===== src/rtl/pipelined_rcla_adder.sv =====
// Pipelined ripple-block carry look-ahead adder.
// S = Y + zext(X) + CIN (add) or Y - zext(X) (subtract); S[YW] = carry / no-borrow.
// The word is cut into NSTAGE slices of SW bits. Slice k is summed in stage k
// from 4-bit RCLA blocks with 4-block group look-ahead; operand bits of higher
// slices travel in skew registers and finished low slices travel in deskew
// registers, so S leaves the last stage word-aligned.
module pipelined_rcla_adder #(
  parameter int XW     = 16,
  parameter int YW     = 64,
  parameter int NSTAGE = 4
) (
  input  logic          CLK,
  input  logic          RST_N,
  input  logic          IN_VALID,
  output logic          IN_READY,
  input  logic [XW-1:0] X,
  input  logic [YW-1:0] Y,
  input  logic          CIN,
  input  logic          SUB,
  output logic          OUT_VALID,
  input  logic          OUT_READY,
  output logic [YW:0]   S
);

  localparam int SW = YW / NSTAGE;   // bits per slice
  localparam int NB = SW / 4;        // 4-bit blocks per slice
  localparam int NG = (NB + 3) / 4;  // look-ahead groups per slice (last may be partial)

  if (XW < 1 || XW > YW) begin : g_bad_xw
    $error("pipelined_rcla_adder: XW must satisfy 1 <= XW <= YW");
  end
  if ((YW % NSTAGE) != 0 || SW == 0 || (SW % 4) != 0) begin : g_bad_sw
    $error("pipelined_rcla_adder: YW/NSTAGE must be a non-zero multiple of 4");
  end

  // Block generate/propagate of a 4-bit RCLA block: {G, P}.
  function automatic logic [1:0] rcla4_gp(input logic [3:0] a, input logic [3:0] b);
    logic [3:0] g;
    logic [3:0] p;
    g = a & b;
    p = a ^ b;
    return {g[3] | (p[3] & g[2]) | (p[3] & p[2] & g[1]) | (p[3] & p[2] & p[1] & g[0]), &p};
  endfunction

  // Sum bits of a 4-bit RCLA block with look-ahead internal carries.
  function automatic logic [3:0] rcla4_sum(input logic [3:0] a, input logic [3:0] b,
                                           input logic ci);
    logic [3:0] g;
    logic [3:0] p;
    logic [3:0] c;
    g    = a & b;
    p    = a ^ b;
    c[0] = ci;
    c[1] = g[0] | (p[0] & ci);
    c[2] = g[1] | (p[1] & g[0]) | (p[1] & p[0] & ci);
    c[3] = g[2] | (p[2] & g[1]) | (p[2] & p[1] & g[0]) | (p[2] & p[1] & p[0] & ci);
    return p ^ c;
  endfunction

  // Look-ahead carry into block q (1..4) of a group from the block G/P terms.
  function automatic logic grp_carry(input int q, input logic [3:0] bg, input logic [3:0] bp,
                                     input logic ci);
    logic c;
    case (q)
      1:       c = bg[0] | (bp[0] & ci);
      2:       c = bg[1] | (bp[1] & bg[0]) | (bp[1] & bp[0] & ci);
      3:       c = bg[2] | (bp[2] & bg[1]) | (bp[2] & bp[1] & bg[0])
                 | (bp[2] & bp[1] & bp[0] & ci);
      default: c = bg[3] | (bp[3] & bg[2]) | (bp[3] & bp[2] & bg[1])
                 | (bp[3] & bp[2] & bp[1] & bg[0]) | (bp[3] & bp[2] & bp[1] & bp[0] & ci);
    endcase
    return c;
  endfunction

  // One slice: groups of look-ahead blocks, group carries ripple. Returns {cout, sum}.
  function automatic logic [SW:0] slice_add(input logic [SW-1:0] a, input logic [SW-1:0] b,
                                            input logic ci);
    logic [4*NG-1:0] bg;
    logic [4*NG-1:0] bp;
    logic [NB:0]     bc;
    logic [SW-1:0]   s;
    logic [1:0]      gp;
    int              idx;
    bg    = '0;
    bp    = '0;
    bc    = '0;
    s     = '0;
    bc[0] = ci;
    for (int j = 0; j < NB; j++) begin
      gp    = rcla4_gp(a[4*j +: 4], b[4*j +: 4]);
      bg[j] = gp[1];
      bp[j] = gp[0];
    end
    for (int grp = 0; grp < NG; grp++) begin
      for (int q = 1; q <= 4; q++) begin
        idx = 4*grp + q;
        if (idx <= NB) begin
          bc[idx] = grp_carry(q, bg[4*grp +: 4], bp[4*grp +: 4], bc[4*grp]);
        end
      end
    end
    for (int j = 0; j < NB; j++) begin
      s[4*j +: 4] = rcla4_sum(a[4*j +: 4], b[4*j +: 4], bc[j]);
    end
    return {bc[NB], s};
  endfunction

  logic [YW-1:0]     z_ext;
  logic [YW-1:0]     b_in;
  logic              c_in;
  logic [NSTAGE-1:0] rdy;
  logic [NSTAGE-1:0] vld_q;

  // Operand formation: zero-extend X, invert it and force carry-in for subtract.
  always_comb begin
    z_ext = YW'(X);
    b_in  = SUB ? ~z_ext : z_ext;
    c_in  = SUB | CIN;
  end

  // Stage k may advance when any stage at or above it is empty or the output is taken.
  always_comb begin
    logic full_above;
    rdy = '0;
    for (int k = 0; k < NSTAGE; k++) begin
      full_above = 1'b1;
      for (int j = k; j < NSTAGE; j++) begin
        full_above = full_above & vld_q[j];
      end
      rdy[k] = OUT_READY | ~full_above;
    end
  end

  // Valid bits move with their data; a stalled stage keeps its bit.
  always_ff @(posedge CLK) begin
    if (!RST_N) begin
      vld_q <= '0;
    end else begin
      if (rdy[0]) vld_q[0] <= IN_VALID;
      for (int k = 1; k < NSTAGE; k++) begin
        if (rdy[k]) vld_q[k] <= vld_q[k-1];
      end
    end
  end

  for (genvar k = 0; k < NSTAGE; k++) begin : g_stage
    localparam int RW = (k + 1) * SW;       // result bits held after this stage
    localparam int IW = (NSTAGE - k) * SW;  // operand bits still to be summed

    logic [IW-1:0] in_a;
    logic [IW-1:0] in_b;
    logic          in_c;
    logic [SW:0]   sl;
    logic [RW-1:0] r_d;
    logic [RW-1:0] r_q;
    logic          c_q;

    if (k == 0) begin : g_src
      assign in_a = Y;
      assign in_b = b_in;
      assign in_c = c_in;
      assign r_d  = sl[SW-1:0];
    end else begin : g_src
      assign in_a = g_stage[k-1].g_ops.a_q;
      assign in_b = g_stage[k-1].g_ops.b_q;
      assign in_c = g_stage[k-1].c_q;
      assign r_d  = {sl[SW-1:0], g_stage[k-1].r_q};
    end

    assign sl = slice_add(in_a[SW-1:0], in_b[SW-1:0], in_c);

    // ---- stage k boundary: deskewed result bits and slice carry-out ----
    always_ff @(posedge CLK) begin
      if (!RST_N) begin
        r_q <= '0;
        c_q <= 1'b0;
      end else if (rdy[k]) begin
        r_q <= r_d;
        c_q <= sl[SW];
      end
    end

    if (k < NSTAGE - 1) begin : g_ops
      logic [IW-SW-1:0] a_q;
      logic [IW-SW-1:0] b_q;

      // Skew registers: operand bits of the slices not yet summed.
      always_ff @(posedge CLK) begin
        if (!RST_N) begin
          a_q <= '0;
          b_q <= '0;
        end else if (rdy[k]) begin
          a_q <= in_a[IW-1:SW];
          b_q <= in_b[IW-1:SW];
        end
      end
    end
  end

  assign IN_READY  = rdy[0];
  assign OUT_VALID = vld_q[NSTAGE-1];
  assign S         = {g_stage[NSTAGE-1].c_q, g_stage[NSTAGE-1].r_q};

endmodule


===== config.mk =====
export PLATFORM = sky130hd
export DESIGN_NAME = pipelined_rcla_adder
export DESIGN_NICKNAME = d
export VERILOG_FILES = /design/src/rtl/pipelined_rcla_adder.sv
export SDC_FILE = /design/constraint.sdc
export NUM_CORES = 1
export LEC_CHECK = 0
export CAP_MARGIN = 20
export CORE_MARGIN = 2
export CORE_UTILIZATION = 60
export DETAILED_ROUTE_END_ITERATION = 16
export GPL_TIMING_DRIVEN = 0
export HOLD_SLACK_MARGIN = 0.15
export PLACE_DENSITY = 0.86
export REMOVE_ABC_BUFFERS = 1
export SYNTH_ARGS = -nofsm -noshare
export SYNTH_HDL_FRONTEND = slang
export SYNTH_SLANG_ARGS = --single-unit

===== constraint.sdc =====
create_clock -name CLK -period 10.45 [get_ports CLK]
set_input_delay 2.09 -clock CLK [delete_from_list [all_inputs] [get_ports CLK]]
set_output_delay 2.09 -clock CLK [all_outputs]
set_load 0.01 [all_outputs]

======== Word-level counts from Yosys, hierarchy flattened ========
Cells that the tools add are included.
operators by class
  multiplexer cells ....................... 1
  bitwise gates (word level) .............. 536
  reduce and logical (&&, ||, !) cells .... 16
operators by type and width
  cell              count
  $and 1x1->1       294
  $or 1x1->1        189
  $xor 4x4->4       32
  $and 4x4->4       16
  $mux 64           1
  $not 16->64       1
  $reduce_and 4->1  16
  $not 1->1         4
word-level totals
  bits in registers ....................... 360
  output and inout port bits .............. 67
  word-level logic and storage cells ...... 571

======== Depth between registers and ports, before layout ========
Gate-level depths: netlist of run 1.
  depth in word-level cells ............... 14
  depth in mapped cells ................... 13
  mapped depth without buffers ............ 11

======== Worst setup path before layout of run 1 ========
Ideal clock, no wire load.
  path kind ............................... input port to output port
  from .................................... in OUT_READY
  to ...................................... out IN_READY
  arrival time ............................ 2.932 ns
  required time ........................... 8.360 ns
  slack ................................... 5.428 ns
  stages .................................. 5
  cells stage by stage .................... nor2b_1 -> and3_1 -> and2_1 -> clkinv_1 -> clkbuf_1
on the way
  cells in the longest elaborated chain, start to end .. 1
RTL lines
  item             line  source
  start, declared  21    input logic OUT_READY,
  $or 1x1->1       130   rdy[k] = OUT_READY | ~full_above;
  end, declared    15    output logic IN_READY,
Every way passes these cells.

======== Worst setup path after layout of run 1 ========
Same ends and word-level chain as after synthesis.

==> reports/results.ini, run 1 <==
[placed_design]
number_of_i_o_port_buffers = 152
post-dp-hpwl_um = 17600
globalplace.congestion = 0.842
placed_cell_area_mm2 = 0.0136
dp_slack_ns = 2.71

[timing]
relSlewSlack_pct = 31.0
hold_violations = 0
period_needed_ns = 7.72
worst-slew-pin-transition_ns = 1.03
setup_repair_after_global_routing_missed_its_margin = no
timing.clock.skew_ns = 0.00904
setup_viol = 0
worst_hold_check_slack_ns = 0.447
period_share_pct = 73.8
fmax_ghz = 0.130
setup_slack_ns = 2.73
timing_max_transition_violations_final = 0
setup_tns_after_final_layout_ns = 0

[synthesis]
ys_dominant_reg_cell = sky130_fd_sc_hd__dfxtp_1
ys_seq_elements = 267
ys_seq_area_share_pct = 45.4
yosysWarnings = 0
postSynthAreaPerCell_um2 = 8.06
synth_edf_count = 0
number_of_distinct_library_cells_after_synthesis = 48
synth.cell_area_mm2 = 0.0118
postSynthCellCount = 1461
synth-async-reset-ratio_pct = 0

[clock_network]
root_buffer_cell = sky130_fd_sc_hd__clkbuf_16
post-cts-setup-buffers = 0
max_h_tree_level = 1
postCtsResizedCells = 0
clock_sink_count = 267
clock_path_buffers = 3
insertion_delay_ns = 0.52
cts_hold_buf = 0
tritoncts.num_buffers = 26
cts.clk_slew.worst_paths_ns = 0.06
cts_tree = done

[route]
top_layer_used = met4
drt_iter0_drc = 545
routed_wire_length_um = 26900
routed-via-count = 10100
post_route_m1_wl_um = 11400
final_antenna_net_count = 0
drt_pass_1_iters = 5
met2_wirelength_um = 13500
avgViaCountPerCell = 5.47
wl_met3_um = 1440
drcViolationCount = 0
avgRoutedWirePerCell_um = 14.6

[finish]
fin_area_mm2 = 0.0145
antenna_diode_count = 0
final_core_util_pct = 74.8
share_of_post_route_cells_with_drive_strength_above_1_pct = 4.74
synthToLayoutAreaGrowth_pct = 22.8
nNetsFinal = 1727

[pwr]
p_leak_nw = 5.82
peakVddDrop_v = 0.000111
power_density_mw_per_mm2 = 162

[critical_path]
setup.worst_path.end_class = output pin
critPathMaxFanout = 28
cp-start-kind = primary input
timing.critical_path.arrival_ns = 5.63
timing.setup.critical_path_class = primary input to output pin
worst_ep_required_ns = 8.36

[flow_run]
maximum_capacitance_violations = 0

[floorplan]
fp.dieH_um = 144
design.core.area_mm2 = 0.0193
dieWidth_um = 144
die-area_mm2 = 0.0208
initial_utilization_pct = 60.9
ports_placed_on_the_boundary = 153
floorplan.rows = 51

[global_routing]
grtUsageTotal_pct = 25.4
number_of_antenna_violations_at_the_first_check_in_global_routing = 0
grt_max_degree = 155
grt_first_pass_wirelength_um = 43600
overflow = 0
via_count_of_the_first_global_routing_pass = 9500

[run_status]
status = finished, final reports clean

[min_path]
hp-class = flop to flop

## routing by layer
layer  GRT usage [%]  up-vias
met1            31.4     4668
li1                -     5093
met3            3.87       52
met2            45.8      280
met4            7.79        0
met5               0        -
## where the power goes
| group | total [W] | internal [W] | switching (W) |
|---|---|---|---|
| logic | 0.000256 | 0.000128 | 0.000128 |
| registers | 0.00112 | 0.00108 | 0.0000361 |
| clock network | 0.000968 | 0.000582 | 0.000386 |
## cells in the mapped netlist, drive strengths merged, types with 3 or more instances
cell    count  area (um2)
a211oi     28         215
a21o       13        97.6
a21oi     259        1300
a31o        5        43.8
and3        7        43.8
buf        11        46.3
clkbuf     80         300
dfxtp     267        5350
fa         16         320
ha         64         801
inv        28         105
mux2i       4        40.0
nand2     456        1710
nand2b      3        18.8
nand3      24         120
nand4       3        18.8
nand4b      4        35.0
nor2       51         191
nor3        8        40.0
o211ai      7        52.6
o21a        6        45.0
o21ai      27         135
o21bai      7        52.6
o31ai       3        32.5
or3         9        56.3
xnor2      22         193
xor2       28         245
## area by class of cell
type | count | area, um2
clock inverters | 11 | 135
inverters | 29 | 118
well taps | 265 | 332
multi-input cells | 1074 | 6000
fillers | 1441 | 4870
flip-flops and latches | 267 | 5350
repair buffers | 163 | 1770
clock buffers | 37 | 763
## path summary, 6_finish.rpt
kind | startpoint | end | slack [ns] | cells past startpoint
setup reg to reg | vld_q[3] | g_stage[0].r_q[12] | 6.92 | 7
setup / recovery | OUT_READY | IN_READY | 2.73 | 7
hold reg to reg | g_stage[3].r_q[35] | g_stage[3].r_q[35] | 0.45 | 2
hold / removal | g_stage[3].r_q[35] | g_stage[3].r_q[35] | 0.45 | 2
## cells in the final DEF (no fill, tap or decap), types with 3 or more instances in the layout
cell type	count
sky130_fd_sc_hd__a31o_2	5
sky130_fd_sc_hd__nand3_1	24
sky130_fd_sc_hd__o211ai_1	7
sky130_fd_sc_hd__ha_1	64
sky130_fd_sc_hd__nand4_1	3
sky130_fd_sc_hd__nand2_1	454
sky130_fd_sc_hd__and3_1	6
sky130_fd_sc_hd__dfxtp_1	267
sky130_fd_sc_hd__clkbuf_1	5
sky130_fd_sc_hd__buf_12	7
sky130_fd_sc_hd__nand4b_1	4
sky130_fd_sc_hd__clkdlybuf4s50_1	152
sky130_fd_sc_hd__buf_16	4
sky130_fd_sc_hd__o21a_1	6
sky130_fd_sc_hd__xor2_1	28
sky130_fd_sc_hd__o21ai_0	25
sky130_fd_sc_hd__nor2_1	51
sky130_fd_sc_hd__clkinv_2	7
sky130_fd_sc_hd__xnor2_1	22
sky130_fd_sc_hd__nor3_1	8
sky130_fd_sc_hd__clkbuf_8	5
sky130_fd_sc_hd__o21bai_1	7
sky130_fd_sc_hd__clkbuf_16	27
sky130_fd_sc_hd__mux2i_1	4
sky130_fd_sc_hd__a21oi_1	259
sky130_fd_sc_hd__a21o_1	13
sky130_fd_sc_hd__fa_1	16
sky130_fd_sc_hd__a211oi_1	27
sky130_fd_sc_hd__inv_1	27
sky130_fd_sc_hd__or3_1	9
sky130_fd_sc_hd__bufinv_16	3
## sequential cells by signal (all words and copies together) (netlist names)
name,count
vld_q,4
g_stage.g_ops.b_q,3
g_stage.r_q,160
g_stage.g_ops.a_q,96
g_stage.c_q,4
## critical path: stages
cell	delay [ns]
sky130_fd_sc_hd__clkdlybuf4s50_1	0.46
sky130_fd_sc_hd__nor2b_4	0.53
sky130_fd_sc_hd__buf_16	0.24
sky130_fd_sc_hd__and3_2	0.57
sky130_fd_sc_hd__and2_2	0.61
sky130_fd_sc_hd__clkinv_2	0.48
sky130_fd_sc_hd__clkdlybuf4s50_1	0.61
## logic make-up (layout without fill, tap and decap cells)
group / after synthesis / after routing / synth area share (%)
simple gates: 573 / 573 / 19.5
compound gates: 367 / 367 / 17.7
flops: 267 / 267 / 45.4
buf+inv: 120 / 240 / 3.87
fa+ha+maj: 80 / 80 / 9.52
xor+xnor: 50 / 50 / 3.72
mux: 4 / 4 / 0.340
## per-stage QoR
step           std cells  power [W]
2_1_floorplan       1370    0.00129
3_3_place_gp        1787    0.00138
3_5_place_dp        1798    0.00139
4_1_cts             1846    0.00235
5_1_grt             1846    0.00243
6_report            1846    0.00234
(Power assumes the default switching activity.)
==> run 2, diff against run 1 <==
- CORE_UTILIZATION: 60 -> 55
- PLACE_DENSITY: 0.86 -> 0.8
- clock period: 10.45 -> 7.92 ns (I/O delays scaled with it)
==> run 2 against run 1 <==
  * Utilization decreased by 6.4 points
  * Sequential power up 31%
  * Wire length shrank 1.1%
  * Clock skew rose by 0.0047 ns
  * Cell area down 0.61%
  * Count of clock-buffer cells in the layout decreased by 4
  * Setup slack got worse by 2.1 ns
  * Worst hold slack about the same
  * Non-clock buffer count is 4 lower
  * Critical path type unchanged
==> reports/results.ini, run 2 (same netlist as run 1, synthesis figures left out) <==
[clock_network]
cts_tree = done
clock_path_buffers = 3  ; unchanged
post-cts-setup-buffers = 0  ; unchanged
insertion_delay_ns = 0.53  ; about the same
clock_sink_count = 267  ; unchanged
postCtsResizedCells = 0  ; unchanged
root_buffer_cell = sky130_fd_sc_hd__clkbuf_16
max_h_tree_level = 1  ; unchanged
cts_hold_buf = 0  ; unchanged
tritoncts.num_buffers = 27  ; +3.8%
cts.clk_slew.worst_paths_ns = 0.06  ; about the same

[route]
drt_iter0_drc = 460  ; -16%
routed_wire_length_um = 26600  ; -1.1%
drt_pass_1_iters = 5  ; unchanged
routed-via-count = 9978  ; -1.1%
final_antenna_net_count = 0  ; unchanged
drcViolationCount = 0  ; unchanged
avgViaCountPerCell = 5.39  ; -1.4%
avgRoutedWirePerCell_um = 14.4  ; -1.4%

[pwr]
power_density_mw_per_mm2 = 212  ; +31%
share_comb_of_total_power_pct = 10.9  ; about the same
peakVddDrop_v = 0.000189  ; +70%
p_sw_share_pct = 24.2  ; +0.64 points
sequentialPowerShare_pct = 48.3  ; +0.6 points
p_leak_nw = 5.80  ; -0.49%
power_w = 0.00305  ; +30%
switchingPower_w = 0.000736  ; +34%
power_frac_clock_pct = 40.8  ; -0.6 points
internal_power_w = 0.00231  ; +29%

[finish]
share_of_post_route_cells_with_drive_strength_above_1_pct = 4.57  ; -0.18 points
antenna_diode_count = 0  ; unchanged
mostFrequentLayoutCells = sky130_fd_sc_hd__nand2_1, sky130_fd_sc_hd__dfxtp_1, sky130_fd_sc_hd__a21oi_1
biggestRegsByFlops = g_stage.r_q (160), g_stage.g_ops.a_q (96)
nNetsFinal = 1724  ; -0.17%
max_ffs_per_register = 160  ; unchanged
largest_register = g_stage.r_q
final_instance_count_excl_fillers = 1851  ; +0.27%
synthToLayoutAreaGrowth_pct = 22.0
final_common_cell = sky130_fd_sc_hd__nand2_1

[min_path]
hp-class = flop to flop

[timing]
hold_violations = 0  ; unchanged
fmax_ghz = 0.137
timing.clock.skew_ns = 0.0137  ; +0.00468 ns
period_share_pct = 92.4
timing_max_transition_violations_final = 0  ; unchanged
setup_viol = 0  ; unchanged
period_needed_ns = 7.32
worst-slew-pin-transition_ns = 1.06  ; +0.0270 ns
setup_repair_after_global_routing_missed_its_margin = no
relSlewSlack_pct = 29.2  ; -1.8 points

[critical_path]
cp-start-kind = primary input
critical_path_buf_inv_count = 6  ; +2
path_cells = clkdlybuf4s50_1 -> nor2b_4 -> buf_12 -> and3_2 -> buf_12 -> and2_2 -> buf_16 -> clkinv_2 -> clkdlybuf4s50_1
timing.setup.critical_path_class = primary input to output pin
critical-path-top-delay-family = buffers and inverters
slowest_stage = sky130_fd_sc_hd__nor2b_4
worst_ep_required_ns = 6.34  ; -2.02 ns
setup.worst_path.end_class = output pin
cp_slowest_stage_delay_ns = 0.65  ; +0.04 ns
critPathMaxFanout = 41  ; +46%
timing.critical_path.arrival_ns = 5.73  ; +0.10 ns

[global_routing]
overflow = 0  ; unchanged
number_of_antenna_violations_at_the_first_check_in_global_routing = 0  ; unchanged
grt_max_degree = 137  ; -12%
grtUsageTotal_pct = 23.3  ; -2.2 points
via_count_of_the_first_global_routing_pass = 9385  ; -1.2%
grt_first_pass_wirelength_um = 43600  ; about the same

[placed_design]
number_of_i_o_port_buffers = 152  ; unchanged
post-dp-hpwl_um = 16800  ; -4.6%
placed_cell_count = 1804  ; +0.33%
globalplace.congestion = 0.798  ; -5.2%

[floorplan]
floorplan.rows = 53  ; +3.9%
die-area_mm2 = 0.0226  ; +8.8%
ports_placed_on_the_boundary = 153  ; unchanged
fp.dieH_um = 150  ; +4.3%
dieWidth_um = 150  ; +4.3%
design.core.area_mm2 = 0.0210  ; +8.7%
initial_utilization_pct = 56.0  ; -4.9 points

[run_status]
status = finished, final reports clean

[flow_run]
maximum_capacitance_violations = 0  ; unchanged

==> run 2: changes by cell type in the layout (fill, tap and decap cells not counted), moves of 2 or more <==
cell	delta
sky130_fd_sc_hd__buf_12	-4
sky130_fd_sc_hd__clkbuf_1	-2
sky130_fd_sc_hd__clkbuf_8	-2
sky130_fd_sc_hd__clkinvlp_4	+2
sky130_fd_sc_hd__nand2_2	-2
sky130_fd_sc_hd__nand2_4	+2
==> run 2: layout make-up <==
cell class	count	area, um2
Fill cell	1707	6650
Multi-Input combinational cell	1074	6010
Sequential cell	267	5350
Timing Repair Buffer	159	1690
Clock buffer	33	728
Tap cell	275	344
Clock inverter	14	134
Inverter	29	118
==> run 2: final timing paths <==
| check | startpoint | to | slack [ns] | cells past startpoint |
|---|---|---|---|---|
| setup / recovery | OUT_READY | IN_READY | 0.60 | 9 |
| hold / removal | g_stage[3].r_q[32] | g_stage[3].r_q[32] | 0.45 | 2 |
| setup reg to reg | vld_q[3] | g_stage[0].g_ops.a_q[24] | 3.69 | 10 |
| hold reg to reg | g_stage[3].r_q[32] | g_stage[3].r_q[32] | 0.45 | 2 |
==> run 2: power groups by stage <==
stage | Combinational (W) | Clock, W | Sequential [W]
5_1_grt | 0.000374 | 0.00131 | 0.00148
2_1_floorplan | 0.000209 | 0 | 0.00150
6_report | 0.000332 | 0.00124 | 0.00147
4_1_cts | 0.000334 | 0.00126 | 0.00147
3_5_place_dp | 0.000330 | 0 | 0.00150
3_3_place_gp | 0.000323 | 0 | 0.00150
==> run 2: metal layers <==
| layer | track usage, % | vias to the layer above | share of wire (%) |
|---|---|---|---|
| met5 | 0 | - | 0 |
| met4 | 7.59 | 0 | 2.4 |
| met3 | 3.61 | 44 | 5.2 |
| met2 | 40.2 | 220 | 47 |
| met1 | 29.7 | 4625 | 45 |
| li1 | - | 5089 | - |
==> run 2: through the flow <==
step / util (%) / area [um2] / setup slack, ns / hold slack [ns] / setup TNS (ns)
after detailed placement: 64.3 / 13500 / 0.540 / 0.442 / 0
after floorplan: - / 11400 / -1.63 / 0.432 / -52.08
after CTS: 68.4 / 14400 / 0.544 / 0.451 / 0
after global placement: 63.3 / 13300 / -7.69 / 0.438 / -865.59
final: 68.4 / 14400 / 0.605 / 0.447 / 0
after global routing: 68.4 / 14400 / 0.314 / 0.458 / 0
==> run 2: tightest hold or removal path, stage by stage, from the launching register on <==
cell	delay [ns]
sky130_fd_sc_hd__dfxtp_1	0.31
sky130_fd_sc_hd__nand2_1	0.05
sky130_fd_sc_hd__a21oi_1	0.05
